$ cat src/rtl/tff_toggle_monitor.sv
// Watches a T flip-flop's Q/Qbar: one registered pulse per Q toggle, counts toggles up to a target, flags Q==Qbar.
// toggle_pulse lags Q by two edges; count lags by the same two edges; no backpressure, every toggle is seen.
module tff_toggle_monitor #(
  parameter int CNT_W = 8
) (
  input  logic             clk,
  input  logic             reset,
  input  logic             q_in,
  input  logic             qbar_in,
  input  logic             start,
  input  logic             stop,
  input  logic [CNT_W-1:0] target,
  input  logic             ack,
  output logic             toggle_pulse,
  output logic [CNT_W-1:0] count,
  output logic             busy,
  output logic             done,
  output logic             pair_err
);

  typedef enum logic [1:0] {
    IDLE  = 2'd0,
    COUNT = 2'd1,
    DONE  = 2'd2
  } state_t;

  state_t           state;
  logic             q_s1;
  logic             q_s2;
  logic [CNT_W-1:0] tgt_r;
  logic             tgl_det;
  logic [CNT_W-1:0] count_inc;
  logic             pair_eq;
  logic             start_acc;

  assign tgl_det   = q_s1 ^ q_s2;
  assign count_inc = count + 1'b1;
  assign pair_eq   = (q_in == qbar_in);
  assign start_acc = (state == IDLE) && start;

  // Both flags decode straight from the state register, so no input reaches them combinationally.
  assign busy = (state == COUNT);
  assign done = (state == DONE);

  always_ff @(posedge clk) begin
    if (!reset) begin
      state        <= IDLE;
      q_s1         <= 1'b0;
      q_s2         <= 1'b0;
      tgt_r        <= '0;
      count        <= '0;
      toggle_pulse <= 1'b0;
      pair_err     <= 1'b0;
    end else begin
      q_s1         <= q_in;
      q_s2         <= q_s1;
      toggle_pulse <= tgl_det;

      // A fresh measurement discards history but still records a bad pair seen on the same edge.
      if (start_acc)
        pair_err <= pair_eq;
      else if (pair_eq)
        pair_err <= 1'b1;

      case (state)
        IDLE: begin
          if (start) begin
            tgt_r <= target;
            count <= '0;
            state <= (target == '0) ? DONE : COUNT;
          end
        end
        COUNT: begin
          if (stop) begin
            state <= IDLE;
          end else if (tgl_det) begin
            count <= count_inc;
            if (count_inc == tgt_r)
              state <= DONE;
          end
        end
        DONE: begin
          if (stop || ack)
            state <= IDLE;
        end
        default: state <= IDLE;
      endcase
    end
  end

endmodule

$ cat config.mk
export PLATFORM = sky130hd
export DESIGN_NAME = tff_toggle_monitor
export DESIGN_NICKNAME = d
export VERILOG_FILES = /design/src/rtl/tff_toggle_monitor.sv
export SDC_FILE = /design/constraint.sdc
export NUM_CORES = 1
export LEC_CHECK = 0
export CELL_PAD_IN_SITES_DETAIL_PLACEMENT = 1
export CELL_PAD_IN_SITES_GLOBAL_PLACEMENT = 2
export CORE_ASPECT_RATIO = 0.5
export CORE_MARGIN = 5
export CORE_UTILIZATION = 32
export DETAILED_ROUTE_END_ITERATION = 12
export PLACE_DENSITY = 0.95
export SYNTH_ARGS = -nofsm -noshare
export SYNTH_HDL_FRONTEND = slang
export SYNTH_SLANG_ARGS = --single-unit
$ cat constraint.sdc
create_clock -name clk -period 4.4 [get_ports clk]
set_clock_uncertainty 0.2 [all_clocks]
set_input_delay 0.88 -clock clk [delete_from_list [all_inputs] [get_ports clk]]
set_output_delay 0.88 -clock clk [all_outputs]
set_load 0.1 [all_outputs]
# Word-level counts from Yosys, hierarchy flattened
# Cells that the tools add are included.
[totals]
reg_bits = 22
word_cells = 41
output_inout_bits = 12
[op_classes]
reduce_logical = 9
add_sub_neg = 1
eq_ne = 10
bitwise_logic = 1
mux = 13
[ops]
columns = ["op", "count"]
rows = [
  ["$mux 8", 3],
  ["$pmux 8 s2", 1],
  ["$mux 2", 6],
  ["$add 8x1->8 const B", 1],
  ["$eq 8x8->1", 1],
  ["$logic_not 8->1", 1],
  ["$reduce_and 4->1", 2],
  ["$ne 3x2->1 const B", 2],
  ["$pmux 2 s3", 1],
  ["$ne 2x1->1 const B", 2],
  ["$ne 2x2->1 const B", 2],
  ["$reduce_bool 2->1", 2],
  ["$eq 2x1->1 const B", 1],
  ["$eq 2x2->1 const B", 1],
  ["$logic_not 2->1", 1],
  ["$mux 1", 2],
  ["$reduce_and 2->1", 1],
  ["$eq 1x1->1", 1],
  ["$logic_and 1x1->1", 1],
  ["$logic_or 1x1->1", 1],
  ["$xor 1x1->1", 1],
]

# Depth between registers and ports, before layout
# Gate-level depths: netlist (run 1).
[depth]
depth_word = 6
depth_mapped = 6

# Least setup slack after synthesis (run 1)
# No wires, ideal clock.
[synth_timing]
kind = "reg2reg"
from = "reg count[0]"
to = "reg state[0]"
arrival_time_ns = 2.431
setup_time_ns = 0.126
stages_incl_launch_ff = 7
slack_ns = 1.643
cell_sequence = "dfxtp_1 -> ha_1 -> nand3_1 -> nor3_1 -> o2111ai_1 -> o41ai_1 -> a21oi_1"
[synth_via]
elab_chain_cells = 4
[synth_rtl]
columns = ["element", "line_no", "source"]
rows = [
  ["start: declaration", "15", "output logic [CNT_W-1:0] count,"],
  ["start signal: assignment", "77", "count <= count_inc;"],
  ["$add 8x1->8", "37", "assign count_inc = count + 1'b1;"],
  ["$eq 8x8->1", "78", "if (count_inc == tgt_r)"],
  ["$ne 3x2->1 (no source line)", "-", ""],
  ["$reduce_and 4->1 (no source line)", "-", ""],
  ["end signal: assignment", "70", "state <= (target == '0) ? DONE : COUNT;"],
  ["end: declaration", "27", "state_t state;"],
]
# No other way between the ends.
# A chain may end at the register's enable or synchronous reset.

# Worst setup path after layout (run 1)
[layout_timing]
from = "reg state[0]"
to = "out busy"
[layout_via]
elab_chain_cells = 1
[layout_rtl]
columns = ["element", "line_no", "source"]
rows = [
  ["$eq 2x1->1", "42", "assign busy = (state == COUNT);"],
  ["end: declaration", "16", "output logic busy,"],
]
# No other way between the ends.

==> results_dict.tcl, run 1 <==
set metrics [dict create \
    intPower_w 0.000373 \
    reg2reg_slack_ns 2.00 \
    synth_cells 143 \
    post_cts.repair.setup_buffers 0 \
    drv_slew 0 \
    boundaryPins 27 \
    synthesis.area_um2 1260 \
    synth_edf_count 0 \
    max_slew_margin 0.334 \
    yosysSeqAreaShare 0.350 \
    synth-compound-area-share 0.165 \
    finalSetupViolCount 0 \
    gp_congestion 0.813 \
    cap_violations 0 \
    final.setup.tns_ns 0 \
    antenna_cells 0 \
    cts.reportedPaths.clkPinSlew_ns 0.08 \
    rsz0062_at_grt "false" \
    yosys.area.top_type "dfxtp_1" \
    max_clock_freq_ghz 0.292 \
    synth-simple-area-share 0.312 \
    p_switching_w 0.000138 \
    swShare 0.271 \
    critical_path.max_fanout 8 \
    drt_iter0_drc 34 \
    synth_top_family_by_area "simple AND/OR/NAND/NOR gates" \
    status "complete, no violations" \
    ys.flop_type "dfxtp_1" \
    synth.distinct_cells 43 \
    synthMuxAreaShare 0.0636 \
    synth.area.top_cells "dfxtp_1 (35%), mux2i_1 (6.4%), nor2b_1 (5.0%)" \
    dp_hpwl_mm 2.55 \
    cts_tree "built" \
    power_frac_seq 0.432 \
    path_cells "or2b_1 > inv_1 > clkdlybuf4s50_1" \
    crit_path_top_delay_cell "clkdlybuf4s50_1" \
    critical_path.startpoint_type "register" \
    track_usage 0.130 \
    dieArea_um2 5360 \
    yosysTopAreaCellShare 0.350 \
    htree_num_levels 1 \
    cp.required_ns 3.32 \
    clkPwrFrac 0.372 \
    vdd_drop_max_mv 0.185 \
    period_minus_slack_ns 3.43 \
    syn_avg_cell_area_um2 8.80 \
    dieWidth_um 98.7 \
    ctsResizeCount 0 \
    core_area_um2 3840 \
    worstSetupPathType "reg -> out" \
    layout-area-overhead-vs-synth_pct 29.7 \
    combPwrFrac 0.196 \
    clock_latency_ns 0.27 \
    p_total_w 0.000512 \
    vias 1106 \
    p_leak_nw 0.589 \
    async_reset_ff_frac 0 \
    powerDensity_nw_per_um2 313 \
    hold_viol 0 \
    die_y_um 54.4 \
    clockRootBuffer "clkbuf_8" \
    portBuffers 26 \
    cpPeakStageDelay_ns 1.15 \
    finalCritPeriodShare 0.780 \
    synth_seq_cells 22 \
    critPathArrivalTime_ns 2.35 \
    finalWirelength_mm 3.33 \
    grt_pass1_wl_mm 5.40 \
    end_kind "output pin" \
    yosysWarnings 0 \
    drc 0 \
    cts_buffer_depth 2 \
    antenna_found_initial 0 \
    antenna_left 0 \
    cts-buffers-inserted 3 \
    drive_gt1_frac 0.0539 \
    wl_per_cell_um 15.0 \
    viasPerCell 5.00 \
    instances_no_fill 221 \
    rows 16 \
    utilization 0.425 \
    worstMarginPinSlew_ns 0.996 \
    start_util 0.327 \
    fillers 461 \
    hold_buffers 0 \
    firstDrtPassIters 4 \
    grt_max_degree 23 \
    grt.overflow.total 0 \
    post-place-cells 217 \
    grt_pass1_vias 1109 \
    hold_path_class "reg -> reg" \
    cts_sinks 22 \
    synth_xor_area_frac 0.0765 \
    synthesis.nets 159 \
    nets 184 \
    synth_fa_ha_area_frac 0.00994 \
]
worst paths after layout:
| kind | startpoint | to | cells past startpoint |
|---|---|---|---|
| worst max register to register | count[0] | state[0] | 6 |
| worst max-delay path | state[0] | busy | 3 |
| worst min-delay path | pair_err | pair_err | 2 |
| worst min register to register | pair_err | pair_err | 2 |
synth_stat cells, types with 2 or more instances:
cell and number:
dfxtp_1 22, nor2b_1 10, o21ai_0 10, nor2_1 9, mux2i_1 8, and2_1 6, xnor2_1 6, a21boi_0 5
nand2_1 5, xor2_1 5, a21oi_1 4, clkbuf_1 4, nand3_1 4, a21boi_1 3, and2b_1 3, nor3_1 3
nor4_1 3, o41ai_1 3, nand2b_1 2, o2111ai_1 2, or3_1 2, or3b_1 2, or4_1 2
critical path: cells and delay by family (launching register included):
family / cells / cell delay, ns
flops: 1 / 0.45
buf+inv: 2 / 1.30
simple gates: 1 / 0.33
state kept, by name, indices dropped and copies added, names as in the netlist:
name,count
count,8
tgt_r,8
state,2
pair_err,1
q_s1,1
q_s2,1
toggle_pulse,1
per-stage QoR:
stage,area [um2],hold WS (ns),setup slack [ns]
2_1_floorplan,1260,0.250,1.64
3_3_place_gp,1560,0.262,1.33
3_5_place_dp,1560,0.294,1.28
4_1_cts,1630,0.311,0.966
5_1_grt,1630,0.320,0.919
6_report,1630,0.303,0.969
cell type report:
cell class	count	area, um2	share of cell area
clock buffer	3	41.3	0.0253
tap	54	67.6	0.0414
clock inverter	1	30.0	0.0184
sequential	22	440	0.270
timing repair buffer	26	260	0.159
multi-input combinational	114	790	0.484
inverter	1	3.75	0.00230
power groups by stage:
| stage | combinational [W] | sequential [W] | clock (W) |
|---|---|---|---|
| finish | 0.000100 | 0.000221 | 0.000190 |
| global route | 0.000108 | 0.000222 | 0.000202 |
| CTS | 0.000102 | 0.000221 | 0.000196 |
| detailed placement | 0.000101 | 0.000225 | 0 |
| global placement | 0.0000994 | 0.000224 | 0 |
| floorplan | 0.0000614 | 0.000231 | 0 |
layer usage:
metal,track usage,vias to the layer above,wire (um)
met5,0,-,0
met4,0.0204,0,27
met3,0.0369,2,116
met2,0.232,16,1530
met1,0.163,524,1650
li1,-,564,-
placed cells by master, fill, tap and decap left out, types with 5 or more instances in the layout:
master / instances
o21ai_0: 10
xnor2_1: 6
nor2b_1: 10
mux2i_1: 8
a21boi_0: 5
clkdlybuf4s50_1: 26
dfxtp_1: 22
and2_1: 6
nor2_1: 9
nand2_1: 5
xor2_1: 5
kinds of logic after synthesis:
family          after synthesis
simple gates                 63
buf+inv                       7
xor+xnor                     11
mux                           8
fa+ha+maj                     1
flops                        22
compound gates               31
(Power assumes the default switching activity.)
==> run 2: changes to the inputs <==
--- a/config.mk
+++ b/config.mk
@@ -9,9 +9,9 @@
 export CELL_PAD_IN_SITES_GLOBAL_PLACEMENT = 2
 export CORE_ASPECT_RATIO = 0.5
 export CORE_MARGIN = 5
-export CORE_UTILIZATION = 32
+export CORE_UTILIZATION = 27
 export DETAILED_ROUTE_END_ITERATION = 12
-export PLACE_DENSITY = 0.95
+export PLACE_DENSITY = 0.86
 export SYNTH_ARGS = -nofsm -noshare
 export SYNTH_HDL_FRONTEND = slang
 export SYNTH_SLANG_ARGS = --single-unit
==> constraint.sdc (replaced) <==
create_clock -name clk -period 2.95 [get_ports clk]
set_clock_uncertainty 0.2 [all_clocks]
set_input_delay 0.59 -clock clk [delete_from_list [all_inputs] [get_ports clk]]
set_output_delay 0.59 -clock clk [all_outputs]
set_load 0.1 [all_outputs]
==> results_dict.tcl, run 2 (synthesis gave the netlist of run 1 again) <==
set metrics [dict create \
    cap_violations 0 \
    antenna_left 0 \
    max_clock_freq_ghz 0.399 \
    die_y_um 58.3 \
    cts_tree "built" \
    max_slew_margin 0.634 \
    status "complete, no violations" \
    cts_sinks 22 \
    ff2ff_path_depth 6 \
    rows 17 \
    p_leak_nw 0.617 \
    htree_num_levels 1 \
    finalCritPeriodShare 0.849 \
    dieWidth_um 107 \
    critical_path.max_fanout 8 \
    final_common_cell "dfxtp_1" \
    whs_path_depth 1 \
    postPlaceCellArea_um2 1540 \
    nets 185 \
    final.setup.tns_ns 0 \
    worstMarginPinSlew_ns 0.549 \
    clock_latency_ns 0.27 \
    cp-startpoint "count[0]" \
    critical_path.startpoint_type "register" \
    cp.required_ns 2.89 \
    portBuffers 26 \
    drt_iter0_drc 24 \
    hold_buffers 0 \
    critPathArrivalTime_ns 2.45 \
    multi_input_area_um2 790 \
    boundaryPins 27 \
    layout_common_cells "dfxtp_1 (22), clkdlybuf4s50_1 (14), buf_4 (13), nor2b_1 (10), o21ai_0 (10)" \
    viasPerCell 4.96 \
    period_minus_slack_ns 2.50 \
    grt_max_degree 15 \
    firstDrtPassIters 4 \
    reg_top3 "count: 8 flops, tgt_r: 8 flops, state: 2 flops" \
    drv_slew 0 \
    track_usage 0.110 \
    stdcell_area_um2 1610 \
    layout-area-overhead-vs-synth_pct 28.2 \
    hold_path_class "reg -> reg" \
    dieArea_um2 6210 \
    cts-buffers-inserted 3 \
    antenna_cells 0 \
    grt.overflow.total 0 \
    drive_gt1_frac 0.131 \
    p_total_w 0.000763 \
    powerDensity_nw_per_um2 472 \
    ctsResizeCount 0 \
    grt_pass1_vias 1101 \
    finalWirelength_mm 3.34 \
    hold_viol 0 \
    antenna_found_initial 0 \
    reg2reg_from "count[0]" \
    worstSetupPathType "reg -> reg" \
    vias 1116 \
    post_cts.repair.setup_buffers 0 \
    gp_congestion 0.779 \
    start_util 0.283 \
    reg2reg_to "state[0]" \
    fillers 519 \
    cts_buffer_depth 2 \
    wl_per_cell_um 14.8 \
    endpoint "state[0]" \
    cts.reportedPaths.clkPinSlew_ns 0.09 \
    rsz0062_at_grt "false" \
    grt_pass1_wl_mm 5.49 \
    core_area_um2 4450 \
    reg2reg_slack_ns 0.45 \
    vdd_drop_max_mv 0.153 \
    dp_hpwl_mm 2.61 \
    ff_latch_area_um2 440 \
    drc 0 \
    finalSetupViolCount 0 \
    clockRootBuffer "clkbuf_8" \
    worst_hold_startpoint "q_s1" \
    end_kind "register" \
]
==> run 2: cell count changes in the layout (fill, tap and decap cells not counted) <==
cell             before  now
buf_4                 0   13
clkdlybuf4s50_1      26   14
==> run 2: critical path, cell delays in order (launching register included) <==
cell       delay (ns)
dfxtp_1          0.53
ha_1             0.34
nand3_1          0.25
nor3_1           0.32
o2111ai_1        0.14
o41ai_1          0.47
a21oi_1          0.13
==> run 2: per-stage QoR <==
stage               setup slack (ns)  hold WS, ns  std cells   util
CTS                            0.449        0.295        225  0.363
finish                         0.446        0.287        225  0.363
global route                   0.268        0.313        225  0.363
detailed placement             0.439        0.281        221  0.347
global placement               0.489        0.270        221  0.347
floorplan                      0.193        0.250        143      -
==> run 2: per-layer routing <==
layer	vias up	global-route usage	part of all wire
met3	2	0.0267	0.034
met1	527	0.149	0.51
met5	-	0	0
met4	0	0.0164	0.0036
met2	14	0.184	0.45
li1	573	-	-
==> run 2: cell type report <==
cell class / count / area share
well taps: 57 / 0.0442
flip-flops and latches: 22 / 0.273
clock buffers: 3 / 0.0256
clock inverters: 1 / 0.0186
repair buffers: 27 / 0.147
multi-input cells: 114 / 0.489
inverters: 1 / 0.00233
==> run 2: worst min-delay path by stage <==
stage                 to  slack [ns]
detailed placement  q_s2        0.28
global placement    q_s2        0.27
floorplan           q_s2        0.25
CTS                 q_s2        0.30
global route        q_s2        0.31
finish              q_s2        0.29
==> run 2: power by group <==
part / switching (W) / internal (W) / total [W]
logic: 0.0000850 / 0.0000630 / 0.000148
clock network: 0.000105 / 0.000181 / 0.000286
registers: 0.0000166 / 0.000311 / 0.000328
